===== src/rtl/pc_ctrl_pkg.sv =====
// +-----------------------------------------------------------------------+
// | pc_ctrl_pkg : shared types and constants for the fetch PC controller  |
// | Revision    : 1.0                                                     |
// +-----------------------------------------------------------------------+
`default_nettype none

package pc_ctrl_pkg;

    typedef enum logic [1:0] {
        ST_IDLE   = 2'd0,
        ST_RUN    = 2'd1,
        ST_SHADOW = 2'd2
    } pc_state_e;

    localparam logic [31:0] INSTR_BYTES      = 32'd4;
    localparam logic [31:0] DEFAULT_RESET_PC = 32'h0000_0000;

    function automatic logic [31:0] align_word(input logic [31:0] addr);
        return {addr[31:2], 2'b00};
    endfunction

endpackage

`default_nettype wire


===== src/rtl/pc_redirect_stats.sv =====
// +-----------------------------------------------------------------------+
// | pc_redirect_stats : bank of saturating event counters (taken/jump/    |
// | stall), cleared by reset. Revision : 1.0                              |
// +-----------------------------------------------------------------------+
`default_nettype none

module pc_redirect_stats (
    input  logic        clk_i,
    input  logic        rst_i,
    input  logic [2:0]  inc_i,
    output logic [31:0] taken_cnt_o,
    output logic [31:0] jump_cnt_o,
    output logic [31:0] stall_cnt_o
);

    logic [2:0][31:0] cnt_q;

    for (genvar g = 0; g < 3; g++) begin : g_cnt
        always_ff @(posedge clk_i or negedge rst_i) begin
            if (!rst_i) begin
                cnt_q[g] <= '0;
            end else if (inc_i[g] && (cnt_q[g] != '1)) begin
                cnt_q[g] <= cnt_q[g] + 32'd1;
            end
        end
    end

    assign taken_cnt_o = cnt_q[0];
    assign jump_cnt_o  = cnt_q[1];
    assign stall_cnt_o = cnt_q[2];

endmodule

`default_nettype wire


===== src/rtl/pc_redirect_ctrl.sv =====
// +-----------------------------------------------------------------------+
// | pc_redirect_ctrl : fetch PC register with start, stall and redirect   |
// | sequencing. Optional counters via PC_REDIRECT_STATS_EN. Revision 1.0  |
// +-----------------------------------------------------------------------+
`default_nettype none

module pc_redirect_ctrl
    import pc_ctrl_pkg::*;
#(
    parameter logic [31:0] RESET_PC = DEFAULT_RESET_PC
) (
    input  logic        clk_i,
    input  logic        rst_i,
    input  logic        start_i,
    input  logic        stall_i,
    input  logic        Branch_i,
    input  logic        Zero_i,
    input  logic [31:0] target_i,
    input  logic        jump_i,
    input  logic [31:0] jump_addr_i,
    output logic [31:0] pc_o,
    output logic [31:0] pc_plus4_o,
    output logic        valid_o,
    output logic        flush_o
`ifdef PC_REDIRECT_STATS_EN
    ,
    output logic [31:0] taken_cnt_o,
    output logic [31:0] jump_cnt_o,
    output logic [31:0] stall_cnt_o
`endif
);

    pc_state_e   state_q;
    logic [31:0] pc_q;
    logic        valid_q;
    logic        take;
    logic        redirect;
    logic [31:0] redirect_pc;

    assign take        = jump_i | (Branch_i & Zero_i);
    // Branch signals only mean something in RUN without a stall.
    assign redirect    = (state_q == ST_RUN) && !stall_i && take;
    assign redirect_pc = align_word(jump_i ? jump_addr_i : target_i);

    always_ff @(posedge clk_i or negedge rst_i) begin
        if (!rst_i) begin
            state_q <= ST_IDLE;
            pc_q    <= RESET_PC;
            valid_q <= 1'b0;
        end else begin
            case (state_q)
                ST_IDLE: begin
                    if (start_i) begin
                        state_q <= ST_RUN;
                        valid_q <= 1'b1;
                    end
                end
                ST_RUN: begin
                    if (!stall_i) begin
                        if (take) begin
                            pc_q    <= redirect_pc;
                            state_q <= ST_SHADOW;
                        end else begin
                            pc_q    <= pc_q + INSTR_BYTES;
                        end
                    end
                end
                ST_SHADOW: begin
                    if (!stall_i) begin
                        pc_q    <= pc_q + INSTR_BYTES;
                        state_q <= ST_RUN;
                    end
                end
                default: begin
                    state_q <= ST_IDLE;
                    pc_q    <= RESET_PC;
                    valid_q <= 1'b0;
                end
            endcase
        end
    end

    assign pc_o       = pc_q;
    assign pc_plus4_o = pc_q + INSTR_BYTES;
    assign valid_o    = valid_q;
    assign flush_o    = redirect;

`ifdef PC_REDIRECT_STATS_EN
    logic [2:0] stat_inc;

    assign stat_inc[0] = redirect && !jump_i;
    assign stat_inc[1] = redirect && jump_i;
    assign stat_inc[2] = (state_q != ST_IDLE) && stall_i;

    pc_redirect_stats u_stats (
        .clk_i       (clk_i),
        .rst_i       (rst_i),
        .inc_i       (stat_inc),
        .taken_cnt_o (taken_cnt_o),
        .jump_cnt_o  (jump_cnt_o),
        .stall_cnt_o (stall_cnt_o)
    );
`endif

endmodule

`default_nettype wire


===== config.mk =====
export PLATFORM = sky130hd
export DESIGN_NAME = pc_redirect_ctrl
export DESIGN_NICKNAME = d
export VERILOG_FILES = /design/src/rtl/pc_ctrl_pkg.sv /design/src/rtl/pc_redirect_stats.sv /design/src/rtl/pc_redirect_ctrl.sv
export SDC_FILE = /design/constraint.sdc
export NUM_CORES = 1
export LEC_CHECK = 0
export BUFFER_PORTS_ARGS = -buffer_cell sky130_fd_sc_hd__buf_2
export CORE_ASPECT_RATIO = 1.1
export CORE_MARGIN = 4
export CORE_UTILIZATION = 25
export CTS_CLUSTER_SIZE = 16
export DETAILED_ROUTE_END_ITERATION = 8
export PLACE_DENSITY_LB_ADDON = 0.05
export SKIP_CTS_REPAIR_TIMING = 1
export SYNTH_ARGS = -nofsm -noshare
export SYNTH_HDL_FRONTEND = slang
export SYNTH_SLANG_ARGS = --single-unit

===== constraint.sdc =====
create_clock -name clk_i -period 7.4 [get_ports clk_i]
set_clock_uncertainty 0.1 [all_clocks]
set_input_delay 0.74 -clock clk_i [delete_from_list [all_inputs] [get_ports clk_i]]
set_output_delay 0.74 -clock clk_i [all_outputs]
set_load 0.03 [all_outputs]

# After elaboration in Yosys (flattened, before gate mapping)
# Index checks and enable logic that the tools add are counted.
# totals
reg_bits,35
input_bits,71
out_inout_bits,66
word_cells,34
# op_classes
add_sub_neg,1
n_eq_ne,6
muxes,12
n_bitwise,4
n_reduce_logical,8
# op_table
operator,count
$mux 32,4
$pmux 32 s3,1
$add 32x3->32 const B,1
$mux 2,4
$ne 2x2->1 const B,4
$pmux 2 s3,1
$reduce_and 4->1,1
$reduce_and 3->1,1
$eq 2x1->1 const B,1
$eq 2x2->1 const B,1
$logic_and 1x1->1,2
$logic_not 2->1,1
$not 1->1,2
$pmux 1 s2,1
$reduce_and 2->1,1
$reduce_or 2->1,1
$and 1x1->1,1
$logic_not 1->1,1
$mux 1,1
$or 1x1->1,1

# Longest topological paths before layout
# Gate-level depths: netlist (run 1).
# depth
word_depth,5
mapped_depth,9
mapped_depth_nobuf,7

# Worst setup path before layout (run 1)
# OpenSTA, ideal clock, no wires.
# synth_timing
kind,register to output
start,reg pc_q[2] (netlist: pc_o[2])
end,out pc_plus4_o[30]
arrival_ns,2.592
slack_ns,3.968
stages_incl_launch_ff,7
cell_sequence,dfrtp_1 ha_1 nand4_1 or3_1 buf_6 or4_4 xnor2_1
# synth_between
elab_chain_len,1
# synth_lines
element,line_no,rtl
start: declaration,pc_redirect_ctrl.sv:34,logic [31:0] pc_q;
start signal: assignment,pc_redirect_ctrl.sv:61,pc_q <= redirect_pc;
start signal: assignment,pc_redirect_ctrl.sv:64,pc_q <= pc_q + INSTR_BYTES;
start signal: assignment,pc_redirect_ctrl.sv:70,pc_q <= pc_q + INSTR_BYTES;
$add 32x3->32,pc_redirect_ctrl.sv:84,assign pc_plus4_o = pc_q + INSTR_BYTES;
end: declaration,pc_redirect_ctrl.sv:22,"output logic [31:0] pc_plus4_o,"
# No other way between the ends.

# Worst setup path in the final report (run 1)
# layout_timing
start,reg pc_q[2] (netlist: pc_o[2])
end,out pc_plus4_o[28]
# Same word-level chain as after synthesis.

==> qor.csv, run 1 <==
metric;value;unit
status;finished clean;
antenna_found_initial;0;
hold_viol;0;
worstMarginPinSlew;0.999;ns
hp-class;reg -> reg;
cp_num_cells;6;
critical_path_class;reg -> out;
syn_area;2740;µm²
syn-instance-count;323;
n_antenna_cell;0;
slew_viol_final;0;
r2r_setup_slack;4.61;ns
num-nets-final;518;
core.rowCount;39;
seqCellArea;826;µm²
cts_tree;yes;
clk_path_buf_depth;2;
combPwrFrac;58.8;%
grt_max_degree;34;
layout-drive-gt1-share;33.9;%
dieArea;12700;µm²
synth_seq_cells;33;
yosysMostFrequentCell;dfrtp_1;
first_pass_iters;4;
path_cells;ha_1, nand4_1, or3_1, nor4_1, xor2_1, buf_2;
p_int;609;µW
p_leak;1.87;nW
clkTransAtPathRegs;0.06;ns
placement.io_buffers;128;
cap_viol_max_count;0;
post_drt_wl_per_cell;17.2;µm
peakVddDrop;0.152;mV
die_y;118;µm
cp.required;6.56;ns
synthTopCellsByArea;dfrtp_1 (30%), mux2i_1 (11%), xnor2_1 (5.1%);
start_util;25.9;%
tns;0;ns
path_buf_inv;1;
dpl.hpwl;7370;µm
first_global_vias;2913;
multi_input_area;1750;µm²
area_delta_synth_final;32.4;%
grt_use_total;15.6;%
period_minus_slack;3.71;ns
slowest_delay;0.66;ns
power.switching;721;µW
switching_share;54.2;%
p_per_area;367;nW/µm²
critPathLaunchType;flop;
cp-startpoint;pc_o[2];
r2r_start;pc_o[2];
finalSetupViolCount;0;
cp_slowest_cell;nor4_1;
grt_pass1_wl;15800;µm
syn_area_per_cell;8.47;µm²
cp_max_fo;9;
core_area;10500;µm²
gp_congestion;0.739;
synth_common_cells;dfrtp_1 (33), mux2i_1 (30), o21ai_0 (26);
ys_types;49;
yosysWarnings;0;
yosysSeqAreaShare;30.2;%
yosys.area.top_type_share;30.2;%
die_width;108;µm
yosys.area.top_type;dfrtp_1;
ant_nets;0;
vias;2888;
critPathTopFamily;simple AND/OR/NAND/NOR gates;
io_pins;137;
utilization;34.4;%
reg2reg_to;pc_o[30];
numCtsBuffers;5;
synth_ff_type;dfrtp_1;
route.detailed.drc;0;
cp-endpoint;pc_plus4_o[28];
ff2ff_path_depth;6;
clock.fmax;0.269;GHz
h-tree-depth;2;
worstSetupEndpointType;output pin;
fin_crit_sh;50.2;%
relSlewSlack;33.4;%
cts.sinks;33;
crit_arrival;2.87;ns
nFillCells;1160;
cts_root_buf;clkbuf_16;
routed_wl;10100;µm
p_clk_share;15.8;%
p_seq_share;25.4;%
async_reset_ff_share;100;%
viasPerCell;4.94;
grt_setup_unrepaired;false;
clk_latency;0.27;ns
synth-edff-count;0;
grt_overflow;0;
drtIter0Drc;84;
[worst min path at each step]
stage               startpoint    endpoint  slack (ns)  cells past startpoint
floorplan                rst_i    pc_o[10]        0.34                      0
global placement       valid_o     valid_o        0.43                      2
detailed placement     valid_o     valid_o        0.44                      2
CTS                    valid_o     valid_o        0.45                      2
global route        state_q[1]  state_q[1]        0.49                      1
finish                 valid_o     valid_o        0.44                      2
[metrics by stage]
step | std cells | setup slack (ns) | cell area [µm²] | power, mW | hold slack [ns]
6_report | 585 | 3.69 | 3620 | 1.33 | 0.440
2_1_floorplan | 326 | 3.97 | 2750 | 0.865 | 0.344
5_1_grt | 585 | 3.50 | 3620 | 1.43 | 0.492
4_1_cts | 585 | 3.67 | 3620 | 1.35 | 0.454
3_5_place_dp | 578 | 3.99 | 3480 | 1.13 | 0.439
3_3_place_gp | 578 | 3.93 | 3480 | 1.13 | 0.427
[logic make-up after synthesis]
logic type	after synthesis	share of synthesized area, %
AOI/OAI and AO/OA	88	21.8
adders and majority gates	5	2.29
buffers and inverters	39	6.31
xor gates and xnor gates	28	8.97
and+or+nand+nor	99	19.3
DFF	33	30.2
muxes	30	11.0
other	1	0.137
[registers in the layout, summed over array words and instances, names as in the netlist]
register  cells
valid_o       1
state_q       2
pc_o         30
[power by group through the flow]
| stage | combinational, mW | clock [mW] | sequential [mW] |
|---|---|---|---|
| 4_1_cts | 0.797 | 0.217 | 0.338 |
| 3_5_place_dp | 0.793 | 0 | 0.340 |
| 6_report | 0.781 | 0.210 | 0.338 |
| 5_1_grt | 0.854 | 0.224 | 0.351 |
| 2_1_floorplan | 0.455 | 0 | 0.410 |
| 3_3_place_gp | 0.788 | 0 | 0.338 |
[cell usage in the layout, fill, tap and decap left out, types with 2 or more instances in the layout]
master / count
nand2_1: 22
a21o_1: 2
xor2_1: 12
mux2i_1: 30
nor4_1: 3
or2_2: 4
or3_1: 4
or4_4: 3
nor3_1: 8
nand4_1: 8
o32a_1: 8
and4_1: 2
clkbuf_16: 5
inv_1: 17
a211o_1: 5
buf_4: 3
a21oi_1: 18
o211ai_1: 3
o22ai_1: 6
o31a_1: 2
o21ai_0: 26
nor2_1: 20
a22o_1: 3
conb_1: 4
nand2b_1: 2
buf_2: 128
and3_1: 5
ha_1: 5
nor3b_1: 5
dfrtp_1: 33
xnor2_1: 16
a31o_2: 2
nand3_1: 9
a221o_1: 3
[per-layer routing]
| metal | track usage [%] | up-vias | part of all wire, % |
|---|---|---|---|
| met5 | 0 | - | 0 |
| met4 | 3.08 | 0 | 0.75 |
| met3 | 2.36 | 5 | 5.4 |
| met2 | 28.3 | 99 | 50 |
| met1 | 19.4 | 1363 | 43 |
| li1 | - | 1421 | - |
[final cells by class]
| class | count | area share, % |
|---|---|---|
| clock buffers | 7 | 3.94 |
| inverters | 17 | 1.76 |
| multi-input cells | 254 | 48.3 |
| flip-flops and latches | 33 | 22.8 |
| well taps | 143 | 4.94 |
| repair buffers | 131 | 18.3 |
[worst reg2reg max path, stage by stage (launching register included)]
cell	delay, ns
dfrtp_1	0.47
ha_1	0.34
nand4_1	0.15
or3_1	0.58
or4_4	0.63
or3_1	0.36
o211ai_1	0.09
(Power assumes the default switching activity.)
==> inputs of run 2 (changes only) <==
==> constraint.sdc (replaced) <==
create_clock -name clk_i -period 3 [get_ports clk_i]
set_clock_uncertainty 0.1 [all_clocks]
set_input_delay 0.3 -clock clk_i [delete_from_list [all_inputs] [get_ports clk_i]]
set_output_delay 0.3 -clock clk_i [all_outputs]
set_load 0.03 [all_outputs]
==> run 2 against run 1 <==
Wire length increased by 0.21%. First-iteration DRC count is 25% higher. Clock power grew 140%. Final cell count up 1.9%. Via count rose by 0.69%. Die area did not move. Total power grew 150%. Non-clock buffer count rose by 10. Design area increased by 2.3%. Worst hold slack got worse by 0.42 ns. Critical path depth shrank 1. Critical endpoint is now pc_plus4_o[31].
==> qor.csv, run 2 (synthesized netlist as in run 1, its figures left out) <==
metric;value;unit
utilization;35.2;%
worstMarginPinSlew;0.822;ns
p_leak;1.92;nW
fin_ws;0.181;ns
final_cell_mix;buf_2 (128), dfrtp_1 (32), mux2i_1 (30), o21ai_0 (26), nand2_1 (22);
critical_path_class;reg -> out;
place_area;3550;µm²
relSlewSlack;45.2;%
dieArea;12700;µm²
grt_pass1_wl;16000;µm
post-place-ws;0.399;ns
grt_setup_unrepaired;false;
layout-drive-gt1-share;36.2;%
ant_nets;0;
cp_max_fo;6;
start_util;25.9;%
viasPerCell;4.88;
power.total;3.32;mW
cp_slowest_cell;or4_4;
cts_root_buf;clkbuf_16;
cts_tree;yes;
period_minus_slack;2.82;ns
grt_overflow;0;
worstSetupEndpointType;output pin;
h-tree-depth;2;
grt_use_total;15.8;%
crit_top_cell;or4_4;
numCtsBuffers;5;
slew_viol_final;0;
reg2reg_to;pc_o[31];
clk_path_buf_depth;2;
first_pass_iters;4;
die_y;118;µm
cap_viol_max_count;0;
slowest_delay;0.58;ns
path_cells;nand3_1, or4_4, or4_4, xnor2_1, buf_2;
finalSetupViolCount;0;
ff2ff_path_depth;7;
r2r_start;state_q[0];
largest_reg_flops;30;
num-nets-final;528;
hold_viol;0;
peakVddDrop;0.348;mV
vias;2908;
fin_crit_sh;94.0;%
cp.required;2.60;ns
clock.fmax;0.355;GHz
n_antenna_cell;0;
clkTransAtPathRegs;0.06;ns
hp-class;in -> async;
tns;0;ns
area_delta_synth_final;35.5;%
final_common_cell;buf_2;
critPathLaunchType;flop;
core_area;10500;µm²
grt_max_degree;34;
core.rowCount;39;
cts.sinks;33;
first_global_vias;2964;
clk_latency;0.28;ns
gp_congestion;0.807;
route.detailed.drc;0;
nFillCells;1160;
antenna_found_initial;0;
placement.io_buffers;128;
routed_wl;10100;µm
crit_arrival;2.42;ns
post_drt_wl_per_cell;17.0;µm
p_per_area;894;nW/µm²
r2r_setup_slack;0.46;ns
die_width;108;µm
drtIter0Drc;105;
status;finished clean;
dpl.hpwl;7670;µm
final_area;3710;µm²
io_pins;137;
[run 2: cell count changes in the layout (fill, tap and decap cells not counted)]
cell	change
or3_1	-1
clkinv_2	+2
clkbuf_8	-1
nor4_2	+1
dfrtp_1	-1
dfrtp_2	+1
or3_4	+1
buf_4	+10
nor4_1	-1
[run 2: per-layer routing]
layer  up-vias  GRT usage (%)  part of all wire, %
li1       1445              -                    -
met1      1367           20.0                   43
met2        92           27.6                   50
met3         4           2.85                  5.6
met4         0           3.79                  1.2
met5         -              0                    0
[run 2: how the worst max path moves through the flow]
stage | startpoint | slack (ns) | depth (start not counted) | endpoint
2_1_floorplan | pc_o[2] | 0.008 | 6 | pc_plus4_o[30]
3_3_place_gp | pc_o[3] | 0.40 | 6 | pc_plus4_o[30]
3_5_place_dp | pc_o[4] | 0.40 | 5 | pc_plus4_o[31]
4_1_cts | pc_o[3] | 0.08 | 6 | pc_plus4_o[30]
5_1_grt | pc_o[9] | 0.008 | 5 | pc_plus4_o[31]
6_report | pc_o[10] | 0.18 | 5 | pc_plus4_o[31]
[run 2: power breakdown]
| part | switching (mW) | internal, mW | total, mW | leakage [nW] |
|---|---|---|---|---|
| Sequential | 0.229 | 0.587 | 0.816 | 0.448 |
| Clock | 0.198 | 0.305 | 0.503 | 0.0706 |
| Combinational | 1.36 | 0.637 | 2.00 | 1.40 |
| Total | 1.79 | 1.53 | 3.32 | 1.92 |
[run 2: worst max-delay path, delay by kind of cell, from the launching register on]
kind / cells / cell delay [ns]
and+or+nand+nor: 3 / 1.34
DFF: 1 / 0.45
buffers and inverters: 1 / 0.21
xor gates and xnor gates: 1 / 0.14
[run 2: layout make-up]
cell class	instances	area (µm²)	share of cell area, %
inverters	17	63.8	1.72
repair buffers	141	738	19.9
multi-input cells	254	1760	47.5
clock buffers	6	129	3.48
clock inverters	2	10.0	0.270
flip-flops and latches	33	827	22.3
well taps	143	179	4.83
[run 2: stage by stage]
stage                     cells  hold slack [ns]
after floorplan             326          -0.0956
after global placement      588            0.361
after detailed placement    588            0.346
after CTS                   596           0.0505
after global routing        596           0.0974
final                       596           0.0221
